File: config.mk
export PLATFORM = sky130hd
export DESIGN_NAME = pc_fetch
export DESIGN_NICKNAME = d
export VERILOG_FILES = /design/src/rtl/pc_fetch_pkg.sv /design/src/rtl/pc_fetch_mux2x1.sv /design/src/rtl/pc_fetch.sv
export SDC_FILE = /design/constraint.sdc
export NUM_CORES = 1
export LEC_CHECK = 0
export CAP_MARGIN = 20
export CELL_PAD_IN_SITES_DETAIL_PLACEMENT = 1
export CELL_PAD_IN_SITES_GLOBAL_PLACEMENT = 2
export CORE_MARGIN = 2
export CORE_UTILIZATION = 31
export DETAILED_ROUTE_END_ITERATION = 8
export HOLD_SLACK_MARGIN = 0.05
export PLACE_DENSITY = 0.92
export RECOVER_POWER = 25
export SETUP_SLACK_MARGIN = 0.1
export SYNTH_ARGS = -nofsm -noshare
export SYNTH_HDL_FRONTEND = slang
export SYNTH_SLANG_ARGS = --single-unit
File: constraint.sdc
create_clock -name clk -period 5.8 [get_ports clk]
set_input_delay 0.87 -clock clk [delete_from_list [all_inputs] [get_ports clk]]
set_output_delay 0.87 -clock clk [all_outputs]
set_load 0.05 [all_outputs]
File: src/rtl/pc_fetch_pkg.sv
// Shared definitions for the instruction-fetch stage: FSM encoding, instruction
// width, default reset PC and the saturating counter helper.
package pc_fetch_pkg;

    typedef enum logic [1:0] {
        ST_FETCH = 2'd0,
        ST_HOLD  = 2'd1,
        ST_DRAIN = 2'd2
    } state_e;

    localparam int          INST_W           = 32;
    localparam int          CNT_W            = 32;
    localparam logic [31:0] RESET_PC_DEFAULT = 32'h0000_0000;

    function automatic logic [CNT_W-1:0] sat_inc(input logic [CNT_W-1:0] v);
        return (&v) ? v : v + 1'b1;
    endfunction

endpackage

File: src/rtl/pc_fetch_mux2x1.sv
// Two-input multiplexer used as the next-PC select of pc_fetch.
module mux2x1 #(
    parameter int DATA_W = 32
) (
    input  logic [DATA_W-1:0] in_0,
    input  logic [DATA_W-1:0] in_1,
    input  logic              slct,
    output logic [DATA_W-1:0] out
);

    assign out = slct ? in_1 : in_0;

endmodule

File: src/rtl/pc_fetch.sv
// Instruction fetch stage: issues word-aligned requests, registers returned words,
// handles stall (HOLD) and redirects that arrive while a request is outstanding
// (DRAIN). Optional accepted-instruction counter under PC_FETCH_PERF_CNT_EN.
module pc_fetch
    import pc_fetch_pkg::*;
#(
    parameter int                ADDR_W   = 32,
    parameter logic [ADDR_W-1:0] RESET_PC = ADDR_W'(RESET_PC_DEFAULT)
) (
    input  logic              clk,
    input  logic              rst_n,
    input  logic              stall,
    input  logic              branch_taken,
    input  logic [ADDR_W-1:0] branch_target,
    output logic              imem_req,
    output logic [ADDR_W-1:0] imem_addr,
    input  logic              imem_ack,
    input  logic [INST_W-1:0] imem_rdata,
    output logic              inst_valid,
    output logic [INST_W-1:0] inst_out,
    output logic [ADDR_W-1:0] pc_out,
    output logic [31:0]       fetch_count
);

    state_e              state_q, state_d;
    logic [ADDR_W-1:0]   pc_q, pc_d;
    logic [ADDR_W-1:0]   pend_q, pend_d;
    logic                vld_q, vld_d;
    logic [INST_W-1:0]   inst_q, inst_d;
    logic [ADDR_W-1:0]   pco_q, pco_d;

    logic [ADDR_W-1:0]   tgt_aligned;
    logic [ADDR_W-1:0]   pc_inc;
    logic [ADDR_W-1:0]   pc_sel;
    logic [ADDR_W-1:0]   pend_eff;
    logic                accept;

    assign tgt_aligned = branch_target & ~ADDR_W'(3);
    assign pc_inc      = pc_q + ADDR_W'(4);
    assign accept      = (state_q == ST_FETCH) && imem_ack;
    // A redirect arriving on the same cycle as the drain ack still wins.
    assign pend_eff    = branch_taken ? tgt_aligned : pend_q;

    mux2x1 #(.DATA_W(ADDR_W)) u_next_pc (
        .in_0 (pc_inc),
        .in_1 (tgt_aligned),
        .slct (branch_taken),
        .out  (pc_sel)
    );

    always_ff @(posedge clk or negedge rst_n) begin
        if (!rst_n) begin
            state_q <= ST_FETCH;
        end else begin
            state_q <= state_d;
        end
    end

    always_comb begin
        state_d = state_q;
        case (state_q)
            ST_FETCH: begin
                if (imem_ack) begin
                    state_d = stall ? ST_HOLD : ST_FETCH;
                end else if (branch_taken) begin
                    state_d = ST_DRAIN;
                end
            end
            ST_HOLD: begin
                if (!stall) begin
                    state_d = ST_FETCH;
                end
            end
            ST_DRAIN: begin
                if (imem_ack) begin
                    state_d = ST_FETCH;
                end
            end
            default: state_d = ST_FETCH;
        endcase
    end

    always_comb begin
        imem_req  = rst_n && (state_q != ST_HOLD);
        imem_addr = pc_q;
        pc_d      = pc_q;
        pend_d    = pend_q;
        vld_d     = vld_q;
        inst_d    = inst_q;
        pco_d     = pco_q;
        case (state_q)
            ST_FETCH: begin
                if (imem_ack) begin
                    inst_d = imem_rdata;
                    pco_d  = pc_q;
                    vld_d  = 1'b1;
                    pc_d   = pc_sel;
                end else begin
                    if (branch_taken) begin
                        pend_d = tgt_aligned;
                    end
                    if (!stall) begin
                        vld_d = 1'b0;
                    end
                end
            end
            ST_HOLD: begin
                if (branch_taken) begin
                    pc_d = pc_sel;
                end
            end
            ST_DRAIN: begin
                // The word returned for the old address is dropped.
                if (imem_ack) begin
                    pc_d  = pend_eff;
                    vld_d = 1'b0;
                end else begin
                    pend_d = pend_eff;
                    if (!stall) begin
                        vld_d = 1'b0;
                    end
                end
            end
            default: ;
        endcase
    end

    always_ff @(posedge clk or negedge rst_n) begin
        if (!rst_n) begin
            pc_q   <= RESET_PC;
            pend_q <= '0;
            vld_q  <= 1'b0;
            inst_q <= '0;
            pco_q  <= '0;
        end else begin
            pc_q   <= pc_d;
            pend_q <= pend_d;
            vld_q  <= vld_d;
            inst_q <= inst_d;
            pco_q  <= pco_d;
        end
    end

    assign inst_valid = vld_q;
    assign inst_out   = inst_q;
    assign pc_out     = pco_q;

`ifdef PC_FETCH_PERF_CNT_EN
    logic [CNT_W-1:0] cnt_q;

    always_ff @(posedge clk or negedge rst_n) begin
        if (!rst_n) begin
            cnt_q <= '0;
        end else if (accept) begin
            cnt_q <= sat_inc(cnt_q);
        end
    end

    assign fetch_count = cnt_q;
`else
    assign fetch_count = '0;
`endif

endmodule

### After elaboration in Yosys (flattened, before gate mapping)

Index checks and enable logic that the tools add are counted.

| word-level totals | value |
|---|---|
| input bits | 69 |
| flip-flop bits (word level) | 131 |

| cells by class | value |
|---|---|
| bitwise gates (word level) | 1 |
| multiplexer cells | 16 |
| reduce and logical (&&, ||, !) cells | 9 |
| eq/ne operators | 8 |
| add/sub/neg operators | 1 |

Operator list:

| cell | number |
|---|---|
| $mux W32 | 5 |
| $pmux W32 S3 | 1 |
| $add A32 B3 Y32 const B | 1 |
| $mux W2 | 4 |
| $ne A2 B2 Y1 const B | 4 |
| $pmux W2 S3 | 1 |
| $mux W1 | 4 |
| $reduce_and A2 Y1 | 2 |
| $reduce_and A4 Y1 | 1 |
| $ne A3 B3 Y1 const B | 1 |
| $reduce_and A3 Y1 | 1 |
| $reduce_bool A3 Y1 | 1 |
| $eq A2 B1 Y1 const B | 1 |
| $eq A2 B2 Y1 const B | 1 |
| $logic_not A2 Y1 | 1 |
| $ne A2 B1 Y1 const B | 1 |
| $pmux W1 S2 | 1 |
| $reduce_bool A2 Y1 | 1 |
| $reduce_or A2 Y1 | 1 |
| $logic_and A1 B1 Y1 | 1 |
| $not A1 Y1 | 1 |

### Depth between registers and ports, before layout

Gate-level depths: netlist of the first run.

| logic depth | value |
|---|---|
| depth in word-level cells | 4 |
| mapped depth | 9 |
| depth with buffers taken out | 6 |

### By module

From an unflattened synthesis of the first run, not the netlist that was laid out.

| unflattened totals | value |
|---|---|
| cell total of the unflattened synthesis | 582 |
| area, all modules | 6795.3 µm² |

Modules (own cells, without submodules):

| module | instances | area each (µm²) | sequential area each (µm²) | cells each |
|---|---|---|---|---|
| pc_fetch | 1 | 6251.0 | 3278.1 | 546 |
| mux2x1 | 1 | 544.3 | 0.0 | 36 |

### Worst setup path before layout of the first run

No wires, ideal clock.

| timing | value |
|---|---|
| path kind | input to output |
| start point | in rst_n |
| end point | out imem_req |
| setup slack | 3353 ps |
| stages on the path | 1 |
| arrival | 1577 ps |
| required time | 4930 ps |
| cells stage by stage | nor2b_1 |

| between the ends | value |
|---|---|
| longest elaborated chain between the ends | 1 |

RTL lines:

| element | RTL line | source |
|---|---|---|
| start: declaration | pc_fetch.sv:11 | `input logic rst_n,` |
| $logic_and A1 B1 Y1 | pc_fetch.sv:84 | `imem_req = rst_n && (state_q != ST_HOLD);` |
| end: declaration | pc_fetch.sv:15 | `output logic imem_req,` |

No other way between the ends.

==> parameters.txt, run 1 <==
Parameter                              Value

Timing
  Sum Neg Setup Slack    0 ps
  Final hold violation count    0
  RSZ-0062 raised after global routing    false
  Achievable frequency    about 260 MHz
  Total of endpoints with negative setup slack in the final report    0
  Relative max-transition margin    -117.8%
  Period Utilization, post-route    approximately 65%
  Layout Skew    11.33 ps
  Slew @ Worst Pin    3267 ps
  Min Clock Period, post-route    about 3800 ps
  Final Max Tran Viols    between 50 and 60

Synth
  Seq/Total Area, Yosys    52.24%
  Number of storage elements in the synthesis netlist    approximately 130
  Yosys warnings    0
  Most frequently used flop master after synthesis    sky130_fd_sc_hd__dfrtp_1
  Mapped Avg Cell Area    about 11 sq um
  Synthesized instance count    ~570
  Share of flip-flops with an asynchronous set or reset    100.0%
  Count of flip-flops with a built-in enable after synthesis    0
  Area of the mapped netlist    approximately 6300 sq um
  Library cells used by synthesis    43

Die
  Site Rows    52
  Initial core utilization    a little under a third
  Vert. Die Dim    between 100 and 150 um
  Core outline area    approximately 20000 sq um
  I/O pin count    about 200
  Die area    around 21000 sq um
  Die extent in x    about 150 um

Power and ir drop
  Leakage power total    between 0.003 and 0.004 uW
  Max VDD drop    between 200 and 250 uV
  Power Dens Cells    454.2 nW/um^2
  Tot Pwr    between 3000 and 4000 uW

Place
  Number of port buffers    164
  Instance count after placement with tap cells included    981
  DP Wirelength    12120 um
  Placed inst area    a little over 8000 sq um
  Last weighted congestion value of the routability-driven placer    approximately 0.76

Finish
  NumNets Final    800
  Post-route non-filler standard cell count    around 1000
  Count of filler cells inserted in the layout    roughly 2200
  Design area    ~8700 sq um
  Layout overhead on the synthesized area    38.64%
  Share of final-layout standard cells stronger than drive strength 1    approximately a fifth

Clock network
  Cts hold-fix bufs    0
  Worst skew pair latency    between 400 and 500 ps
  Post_cts resized    0
  Maximum number of buffers from clock root to sink    2
  TritonCTS clock tree    done
  Number of buffers added for setup after CTS    0
  Worst-path clk slew    about 60 ps
  Total clock buffers created by CTS    17
  Cell at the root of the clock tree    sky130_fd_sc_hd__clkbuf_16
  Number of H-tree branching levels    4
  CTS Sinks    roughly 130

Global routing
  Global-route wire length before repair    ~28000 um
  Met3 demand-to-capacity share in global routing    under 10%
  Global-route congestion overflow total    0
  Vias in the first global route    around 5200
  Largest net degree at the start of global routing    roughly 60
  Top Usage Layer GRT    met2
  GR Util met2    between 20 and 30%
  Antenna violations before repair    1
  Met1 Resource Use GR    about a fifth
  GRT Overall Usage    about 17%

Detailed routing
  Routed via count    4969
  Starting DRC count in detailed routing    168
  Number of routed nets with antenna violations    0
  Drt total wl    17540 um
  Detail-routed net length per standard cell    around 17 um
  DRC violation count after routing    0
  Vias per Instance    around 5
  Number of iterations in the first detailed-routing pass    4

Setup path
  Kind of end point of the critical path    async pin
  Launching point of the worst reg2reg path    state_q[0]$_DFFE_PN0P_
  CP Max Fanout    58
  CP startpoint    rst_n
  Data arrival, critical path    4300 ps
  Critical path required time    approximately 6300 ps
  Kind of critical path    primary input to async pin
  Kind of start point of the critical path    primary input

Job
  Max-capacitance violation count    1

Worst hold path
  Min-delay worst type    primary input to async pin

Status
  Failing checks    max-capacitance violations, max-slew violations
  Status    complete, but fails checks
worst paths after layout:
kind / end / cells past startpoint / slack, ps
min in group clk: pc_out[16]$_DFFE_PN0P_ / 1 / 500
setup / recovery: inst_out[31]$_DFFE_PN0P_ / 3 / 2020
hold reg to reg: pc_out[16]$_DFFE_PN0P_ / 1 / 500
max in group clk: pc_out[1]$_DFFE_PN0P_ / 5 / 2560
hold / removal: inst_out[8]$_DFFE_PN0P_ / 1 / 330
setup reg to reg: pc_out[1]$_DFFE_PN0P_ / 4 / 3230
critical path: stages:
cell and delay, ps:
sky130_fd_sc_hd__buf_6 290, sky130_fd_sc_hd__clkbuf_1 2330, sky130_fd_sc_hd__buf_4 760
cell families after synthesis:
group	synth area share [%]
buffers and inverters	6.700
AND/OR/NAND/NOR	11.47
adder cells (fa/ha/maj)	0.1994
AO/OA/AOI/OAI	11.96
multiplexers	17.37
flip-flops	52.24
other	0.05976
area by class of cell:
class,instances,area (sq um),share of cell area (%)
well taps,270,337.8,3.883
flip-flops and latches,131,3278,37.68
clock buffers,18,429.2,4.933
inverters,6,22.52,0.2589
repair buffers,175,1724,19.82
clock inverters,14,178.9,2.057
diodes,1,2.502,0.02876
multi-input cells,399,2726,31.34
synth_stat cells, types with 4 or more instances:
library cell | count | share of area, %
sky130_fd_sc_hd__nor3_1 | 9 | 0.72
sky130_fd_sc_hd__a221oi_1 | 4 | 0.56
sky130_fd_sc_hd__o21ai_0 | 57 | 4.5
sky130_fd_sc_hd__nor2_1 | 20 | 1.2
sky130_fd_sc_hd__nand3_1 | 8 | 0.64
sky130_fd_sc_hd__a21oi_1 | 32 | 2.6
sky130_fd_sc_hd__o211ai_1 | 5 | 0.60
sky130_fd_sc_hd__mux2_2 | 95 | 17
sky130_fd_sc_hd__a41oi_1 | 6 | 0.84
sky130_fd_sc_hd__a31oi_1 | 10 | 1.0
sky130_fd_sc_hd__nand2_1 | 50 | 3.0
sky130_fd_sc_hd__inv_1 | 6 | 0.36
sky130_fd_sc_hd__buf_4 | 33 | 3.9
sky130_fd_sc_hd__buf_2 | 15 | 1.2
sky130_fd_sc_hd__nor2b_1 | 10 | 1.0
sky130_fd_sc_hd__clkbuf_1 | 20 | 1.2
sky130_fd_sc_hd__and3_1 | 18 | 1.8
sky130_fd_sc_hd__nand4_1 | 8 | 0.80
sky130_fd_sc_hd__dfrtp_1 | 131 | 52
cell usage in the layout, fill, tap and decap left out, drive strengths merged, types with 3 or more instances in the layout:
cell type,count
nand2,51
clkbuf,19
clkinv,6
a21oi,32
mux2,95
clkdlybuf4s50,161
nor3,10
nor2b,10
dfrtp,131
nor2,20
clkinvlp,3
a31oi,10
nand4,9
o31a,3
inv,8
bufinv,3
a221oi,4
a41oi,6
o211ai,5
o21ai,59
or3,3
conb,32
and2,3
and3,18
o22ai,3
buf,12
nand3,8
metrics by stage:
step                hold WS, ps  setup slack [ps]  util [%]
floorplan                 465.4              3353         -
global placement          480.7              2172     40.31
detailed placement        490.2              2148     40.38
CTS                       338.5              2592     43.42
global route              347.7              1350     43.41
finish                    332.3              2018     43.41
registers in the layout, summed over array words and instances (netlist names):
name,count
imem_addr,32
inst_out,32
pc_out,32
pend_q,32
state_q,2
inst_valid,1
power breakdown:
| group | leakage [uW] | switching, uW | internal, uW |
|---|---|---|---|
| clock network | 0.000287 | 435 | 681 |
| logic | 0.00171 | 977 | 541 |
| registers | 0.00159 | 182 | 1130 |
| total | 0.00359 | 1590 | 2360 |
layer usage:
layer  wire (um)  up-vias  share of wire (%)
li1            -     2314                  -
met1        7693     2515                 44
met2        8789      120                 50
met3         752       20                4.3
met4         307        0                1.8
met5           0        -                  0
(Power assumes the default switching activity.)
==> run 2, diff against run 1 <==
CORE_UTILIZATION = 29   (was 31)
PLACE_DENSITY = 0.88   (was 0.92)
clock period = 3.65 ns   (was 5.8 ns; I/O delays follow)
==> parameters.txt, run 2 (synthesized netlist as in run 1, its figures left out) <==
Parameter                              Value

Timing
  Slew @ Worst Pin    1770 ps (-1498 ps)
  Final Max Tran Viols    12 (-80%)
  Total of endpoints with negative setup slack in the final report    0 (unchanged)
  Achievable frequency    approximately 320 MHz
  Relative max-transition margin    -18.89% (+99 points)
  Period Utilization, post-route    between 80% and 90%
  Final hold violation count    0 (unchanged)
  Layout Skew    6.996 ps (-4.334 ps)
  Min Clock Period, post-route    just over 3000 ps
  RSZ-0062 raised after global routing    false
  Sum Neg Setup Slack    0 ps (unchanged)
  Final critical-path setup slack    571.9 ps (-1446 ps)

Clock network
  CTS Sinks    131 (unchanged)
  Total clock buffers created by CTS    17 (unchanged)
  Cell at the root of the clock tree    sky130_fd_sc_hd__clkbuf_16
  Maximum number of buffers from clock root to sink    2 (unchanged)
  Worst skew pair latency    430 ps (about the same)
  Number of H-tree branching levels    4 (unchanged)
  TritonCTS clock tree    done
  Worst-path clk slew    60 ps (about the same)

Detailed routing
  DRC violation count after routing    0 (unchanged)
  Vias per Instance    4.867 (-0.68%)
  Number of routed nets with antenna violations    0 (unchanged)
  Starting DRC count in detailed routing    175 (+4.2%)
  Routed via count    4984 (+0.30%)
  Drt total wl    18450 um (+5.2%)
  Detail-routed net length per standard cell    18.02 um (+4.2%)
  Number of iterations in the first detailed-routing pass    4 (unchanged)

Setup path
  Register-to-register setup slack    890 ps (-2340 ps)
  Kind of critical path    primary input to flop
  Crit-path slowest cell    sky130_fd_sc_hd__nor2b_1
  Launching point of the worst reg2reg path    state_q[0]$_DFFE_PN0P_
  CP Max Fanout    45 (-22%)
  Critical path required time    3960 ps (-2360 ps)
  Critical R2R Capture    pc_out[22]$_DFFE_PN0P_
  Data arrival, critical path    3390 ps (-910 ps)
  CP max stage delay    1030 ps (-1300 ps)
  Most used cell along the critical path    sky130_fd_sc_hd__nor2b_1
  Kind of end point of the critical path    flop
  Worst-case reg-to-reg path depth    5 (+1)
  Kind of start point of the critical path    primary input
  Cells along the critical path    dlygate4sd3_1, nor2b_1, clkbuf_1, nor2b_1, buf_12, mux2_2

Power and ir drop
  Tot Pwr    6306 uW (+60%)
  Power Dens Cells    721.3 nW/um^2 (+59%)
  Leakage power total    0.003609 uW (+0.57%)
  Max VDD drop    351.1 uV (+54%)

Global routing
  GRT Overall Usage    16.60% (-0.19 points)
  Antenna violations before repair    0 (-1)
  Global-route congestion overflow total    0 (unchanged)
  Vias in the first global route    5238 (+0.11%)
  Largest net degree at the start of global routing    68 (+15%)
  Global-route wire length before repair    28750 um (+1.1%)

Finish
  Total area of sequential cells    3278 sq um (unchanged)
  Most common cell after layout, fill and taps aside    sky130_fd_sc_hd__clkdlybuf4s50_1
  Layout overhead on the synthesized area    39.34%
  Count of filler cells inserted in the layout    2323 (+4.4%)
  Highest-count cells in the layout ignoring fill and taps    sky130_fd_sc_hd__clkdlybuf4s50_1 (161), sky130_fd_sc_hd__dfrtp_1 (131), sky130_fd_sc_hd__mux2_2 (95)
  Share of final-layout standard cells stronger than drive strength 1    20.16% (+0.24 points)
  Antenna diode count    0 (-1)
  Area taken by multi-input logic gates    2708 sq um (-0.69%)
  Share of the core filled with cells    41.33% (-2.1 points)
  NumNets Final    806 (+0.75%)
  Post-route non-filler standard cell count    1024 (+0.99%)

Die
  Die area    22830 sq um (+6.7%)
  Die extent in x    151.1 um (+3.3%)
  Initial core utilization    29.66% (-1.7 points)
  Vert. Die Dim    151.1 um (+3.3%)
  Core outline area    21150 sq um (+5.6%)
  Site Rows    53 (+1.9%)
  I/O pin count    199 (unchanged)

Status
  Status    complete, but fails checks
  Failing checks    max-capacitance violations, max-slew violations

Place
  DP Wirelength    12880 um (+6.2%)
  Worst slack, placed    898.9 ps (-1249 ps)
  Number of port buffers    164 (unchanged)
  Instance count after placement with tap cells included    991 (+1.0%)
  Last weighted congestion value of the routability-driven placer    0.7401 (-2.6%)

Worst hold path
  Worst hold start    pend_q[8]$_DFFE_PN0P_
  Cell count of the worst hold path    1
  Hold path endpoint    pend_q[8]$_DFFE_PN0P_
  Min-delay worst type    flop to flop

Job
  Max-capacitance violation count    1 (unchanged)
## run 2: changes by cell type in the layout (fill, tap and decap cells not counted), sizes merged
| cell | before | now |
|---|---|---|
| diode | 1 | 0 |
| clkinv | 6 | 5 |
| clkinvlp | 3 | 4 |
| buf | 12 | 15 |
| inv | 8 | 9 |
| dlygate4sd3 | 1 | 2 |
| clkbuf | 19 | 20 |
## run 2: layer usage
| layer | global-route usage [%] | share of wire [%] | vias to the layer above | wire length, um |
|---|---|---|---|---|
| met3 | 3.313 | 3.7 | 19 | 677 |
| met2 | 29.07 | 52 | 119 | 9612 |
| met1 | 20.45 | 43 | 2534 | 7894 |
| met5 | 0 | 0 | - | 0 |
| li1 | - | - | 2312 | - |
| met4 | 5.561 | 1.4 | 0 | 267 |
## run 2: power by group
group	total [uW]	switching [uW]	internal, uW	leakage [uW]
combinational	2420	1550	867	0.00173
sequential	2100	299	1800	0.00159
clock	1790	707	1080	0.000286
## run 2: worst max-delay path by stage
stage | start | to | slack, ps
floorplan | imem_addr[2]$_DFFE_PN0P_ | imem_addr[22]$_DFFE_PN0P_ | 1380
global placement | imem_ack | inst_out[2]$_DFFE_PN0P_ | 890
detailed placement | imem_ack | inst_out[7]$_DFFE_PN0P_ | 900
CTS | rst_n | imem_req | 760
global route | imem_ack | pc_out[7]$_DFFE_PN0P_ | 470
finish | imem_ack | pc_out[22]$_DFFE_PN0P_ | 570
## run 2: metrics by stage
| step | hold slack, ps | area (sq um) |
|---|---|---|
| after floorplan | 251.9 | 6391 |
| after global placement | 408.5 | 8154 |
| after detailed placement | 409.4 | 8154 |
| after CTS | 503.0 | 8772 |
| after global routing | 510.4 | 8743 |
| final | 501.4 | 8743 |
## run 2: area by class of cell
class | count | area share, %
Clock buffer | 17 | 4.865
Inverter | 6 | 0.2576
Multi-Input combinational cell | 399 | 30.97
Sequential cell | 131 | 37.49
Tap cell | 275 | 3.935
Clock inverter | 15 | 2.089
Timing Repair Buffer | 181 | 20.39
## run 2: critical path, delay by kind of cell
kind / cells / cell delay, ps
buffers and inverters: 3 / 1220
AND/OR/NAND/NOR: 2 / 1180
multiplexers: 1 / 370
## run 2: what timing repair did
| action | in CTS | in global routing |
|---|---|---|
| setup buffers | 0 | 0 |
| hold buffers | 1 | 0 |
| gates resized for setup | 0 | 0 |
| hold endpoints to repair | 20 | 0 |
==> run 3, diff against run 2 <==
clock period = 3 ns   (was 3.65 ns; I/O delays follow)
==> parameters.txt, run 3 (synthesized netlist as in run 1, its figures left out) <==
Parameter                              Value

Finish
  Share of final-layout standard cells stronger than drive strength 1    20.93% (+0.77 points)
  Antenna diode count    0 (unchanged)
  Most common cell after layout, fill and taps aside    sky130_fd_sc_hd__clkdlybuf4s50_1
  Layout overhead on the synthesized area    39.26% (about the same)
  Count of filler cells inserted in the layout    2319 (-0.17%)
  Highest-count cells in the layout ignoring fill and taps    sky130_fd_sc_hd__clkdlybuf4s50_1 (161), sky130_fd_sc_hd__dfrtp_1 (131), sky130_fd_sc_hd__mux2_2 (95)
  NumNets Final    807 (+0.12%)

Die
  I/O pin count    199 (unchanged)
  Die extent in x    151.1 um (unchanged)
  Die area    22830 sq um (unchanged)
  Vert. Die Dim    151.1 um (unchanged)
  Core outline area    21150 sq um (unchanged)
  Initial core utilization    29.66% (unchanged)
  Site Rows    53 (unchanged)

Place
  DP Wirelength    12270 um (-4.7%)
  Number of port buffers    164 (unchanged)
  Last weighted congestion value of the routability-driven placer    0.7476 (+1.0%)

Timing
  Period Utilization, post-route    between 70% and 80%
  Achievable frequency    444.9 MHz
  Relative max-transition margin    -23.63% (-4.7 points)
  Sum Neg Setup Slack    0 ps (unchanged)
  Final Max Tran Viols    132 (+120)
  Slew @ Worst Pin    1854 ps (+84.79 ps)
  Final Hold Slack    500.0 ps (-1.441 ps)
  Total of endpoints with negative setup slack in the final report    0 (unchanged)
  Layout Skew    8.133 ps (+1.137 ps)
  RSZ-0062 raised after global routing    false
  Min Clock Period, post-route    about 2200 ps
  Final hold violation count    0 (unchanged)

Setup path
  Crit-path slowest cell    sky130_fd_sc_hd__clkdlybuf4s50_1
  Cell family with most CP delay    buffers and inverters
  Critical path required time    2550 ps (-1410 ps)
  CP Max Fanout    9 (-80%)
  Kind of end point of the critical path    output pin
  Buf/Inv on CP    1 (-2)
  CP max stage delay    870 ps (-160 ps)
  Kind of start point of the critical path    flop
  Cells along the critical path    clkdlybuf4s50_1
  Data arrival, critical path    1800 ps (-1590 ps)
  Kind of critical path    flop to output pin

Job
  Max-capacitance violation count    1 (unchanged)

Clock network
  Worst-path clk slew    60 ps (about the same)
  Maximum number of buffers from clock root to sink    2 (unchanged)
  Post_cts resized    0 (unchanged)
  Cell at the root of the clock tree    sky130_fd_sc_hd__clkbuf_16
  TritonCTS clock tree    done
  Worst skew pair latency    430 ps (about the same)
  Cts hold-fix bufs    0 (-1)
  Total clock buffers created by CTS    17 (unchanged)
  Number of H-tree branching levels    4 (unchanged)
  Number of buffers added for setup after CTS    0 (unchanged)
  CTS Sinks    131 (unchanged)

Detailed routing
  Detail-routed net length per standard cell    17.57 um (-2.5%)
  Starting DRC count in detailed routing    150 (-14%)
  DRC violation count after routing    0 (unchanged)
  Number of iterations in the first detailed-routing pass    4 (unchanged)
  Number of routed nets with antenna violations    0 (unchanged)
  Vias per Instance    4.872 (+0.10%)
  Routed via count    4994 (+0.20%)
  Drt total wl    18010 um (-2.4%)

Status
  Status    complete, but fails checks
  Failing checks    max-capacitance violations, max-slew violations

Global routing
  Antenna violations before repair    0 (unchanged)
  GRT Overall Usage    16.30% (-0.31 points)
  Met3 demand-to-capacity share in global routing    3.614% (+0.30 points)
  Global-route congestion overflow total    0 (unchanged)
  Top Usage Layer GRT    met2
  Met1 Resource Use GR    20.10% (-0.35 points)
  Largest net degree at the start of global routing    132 (+94%)
  GR Util met2    28.16% (-0.91 points)
  Global-route wire length before repair    28590 um (-0.53%)
  Vias in the first global route    5250 (+0.23%)

Power and ir drop
  Leakage power total    0.003617 uW (+0.22%)
  Max VDD drop    470.5 uV (+34%)
  Power Dens Cells    871.2 nW/um^2 (+21%)

Worst hold path
  Min-delay worst type    flop to flop
[run 3: cell count changes in the layout (fill, tap and decap cells not counted), moves of 2 or more]
cell                            previous run  this run
sky130_fd_sc_hd__buf_4                    11        17
sky130_fd_sc_hd__clkinv_4                  3         1
sky130_fd_sc_hd__dlygate4sd3_1             2         0
sky130_fd_sc_hd__inv_6                     3         5
[run 3: area by class of cell]
cell class / count / area (sq um) / area share [%]
Clock buffer: 18 / 439.2 / 5.026
Sequential cell: 131 / 3278 / 37.51
Inverter: 6 / 22.52 / 0.2577
Clock inverter: 14 / 152.6 / 1.747
Multi-Input combinational cell: 399 / 2726 / 31.20
Tap cell: 275 / 344.1 / 3.938
Timing Repair Buffer: 182 / 1775 / 20.32
[run 3: path summary, 6_finish.rpt]
kind,to,cells past startpoint,from,slack (ps)
max,imem_addr[14],1,imem_addr[14]$_DFFE_PN0P_,750
min,pend_q[8]$_DFFE_PN0P_,1,pend_q[8]$_DFFE_PN0P_,500
max reg2reg,imem_addr[24]$_DFFE_PN0P_,7,imem_addr[2]$_DFFE_PN0P_,820
min reg2reg,pend_q[8]$_DFFE_PN0P_,1,pend_q[8]$_DFFE_PN0P_,500
max in group asynchronous,pend_q[19]$_DFFE_PN0P_,2,rst_n,1070
min in group asynchronous,inst_out[13]$_DFFE_PN0P_,2,rst_n,810
[run 3: through the flow]
stage               total power [uW]  std cells  util (%)  worst slack, ps  cell area, sq um
floorplan                       4477        604         -            733.3              6391
global placement                5498        993     38.61            673.8              8167
detailed placement              5562        993     38.61            637.0              8167
CTS                             7718       1025     41.40            733.6              8758
global route                    7983       1025     41.31            571.0              8738
finish                          7613       1025     41.31            752.5              8738
[run 3: where the power goes]
group | total (uW) | internal, uW | switching, uW | leakage, uW
Combinational | 2960 | 1060 | 1900 | 0.00175
Sequential | 2540 | 2190 | 345 | 0.00159
Clock | 2110 | 1260 | 859 | 0.000280
[run 3: routing by layer]
| layer | vias up | part of all wire (%) |
|---|---|---|
| li1 | 2318 | - |
| met1 | 2526 | 44 |
| met2 | 122 | 50 |
| met3 | 28 | 4.2 |
| met4 | 0 | 1.8 |
| met5 | - | 0 |
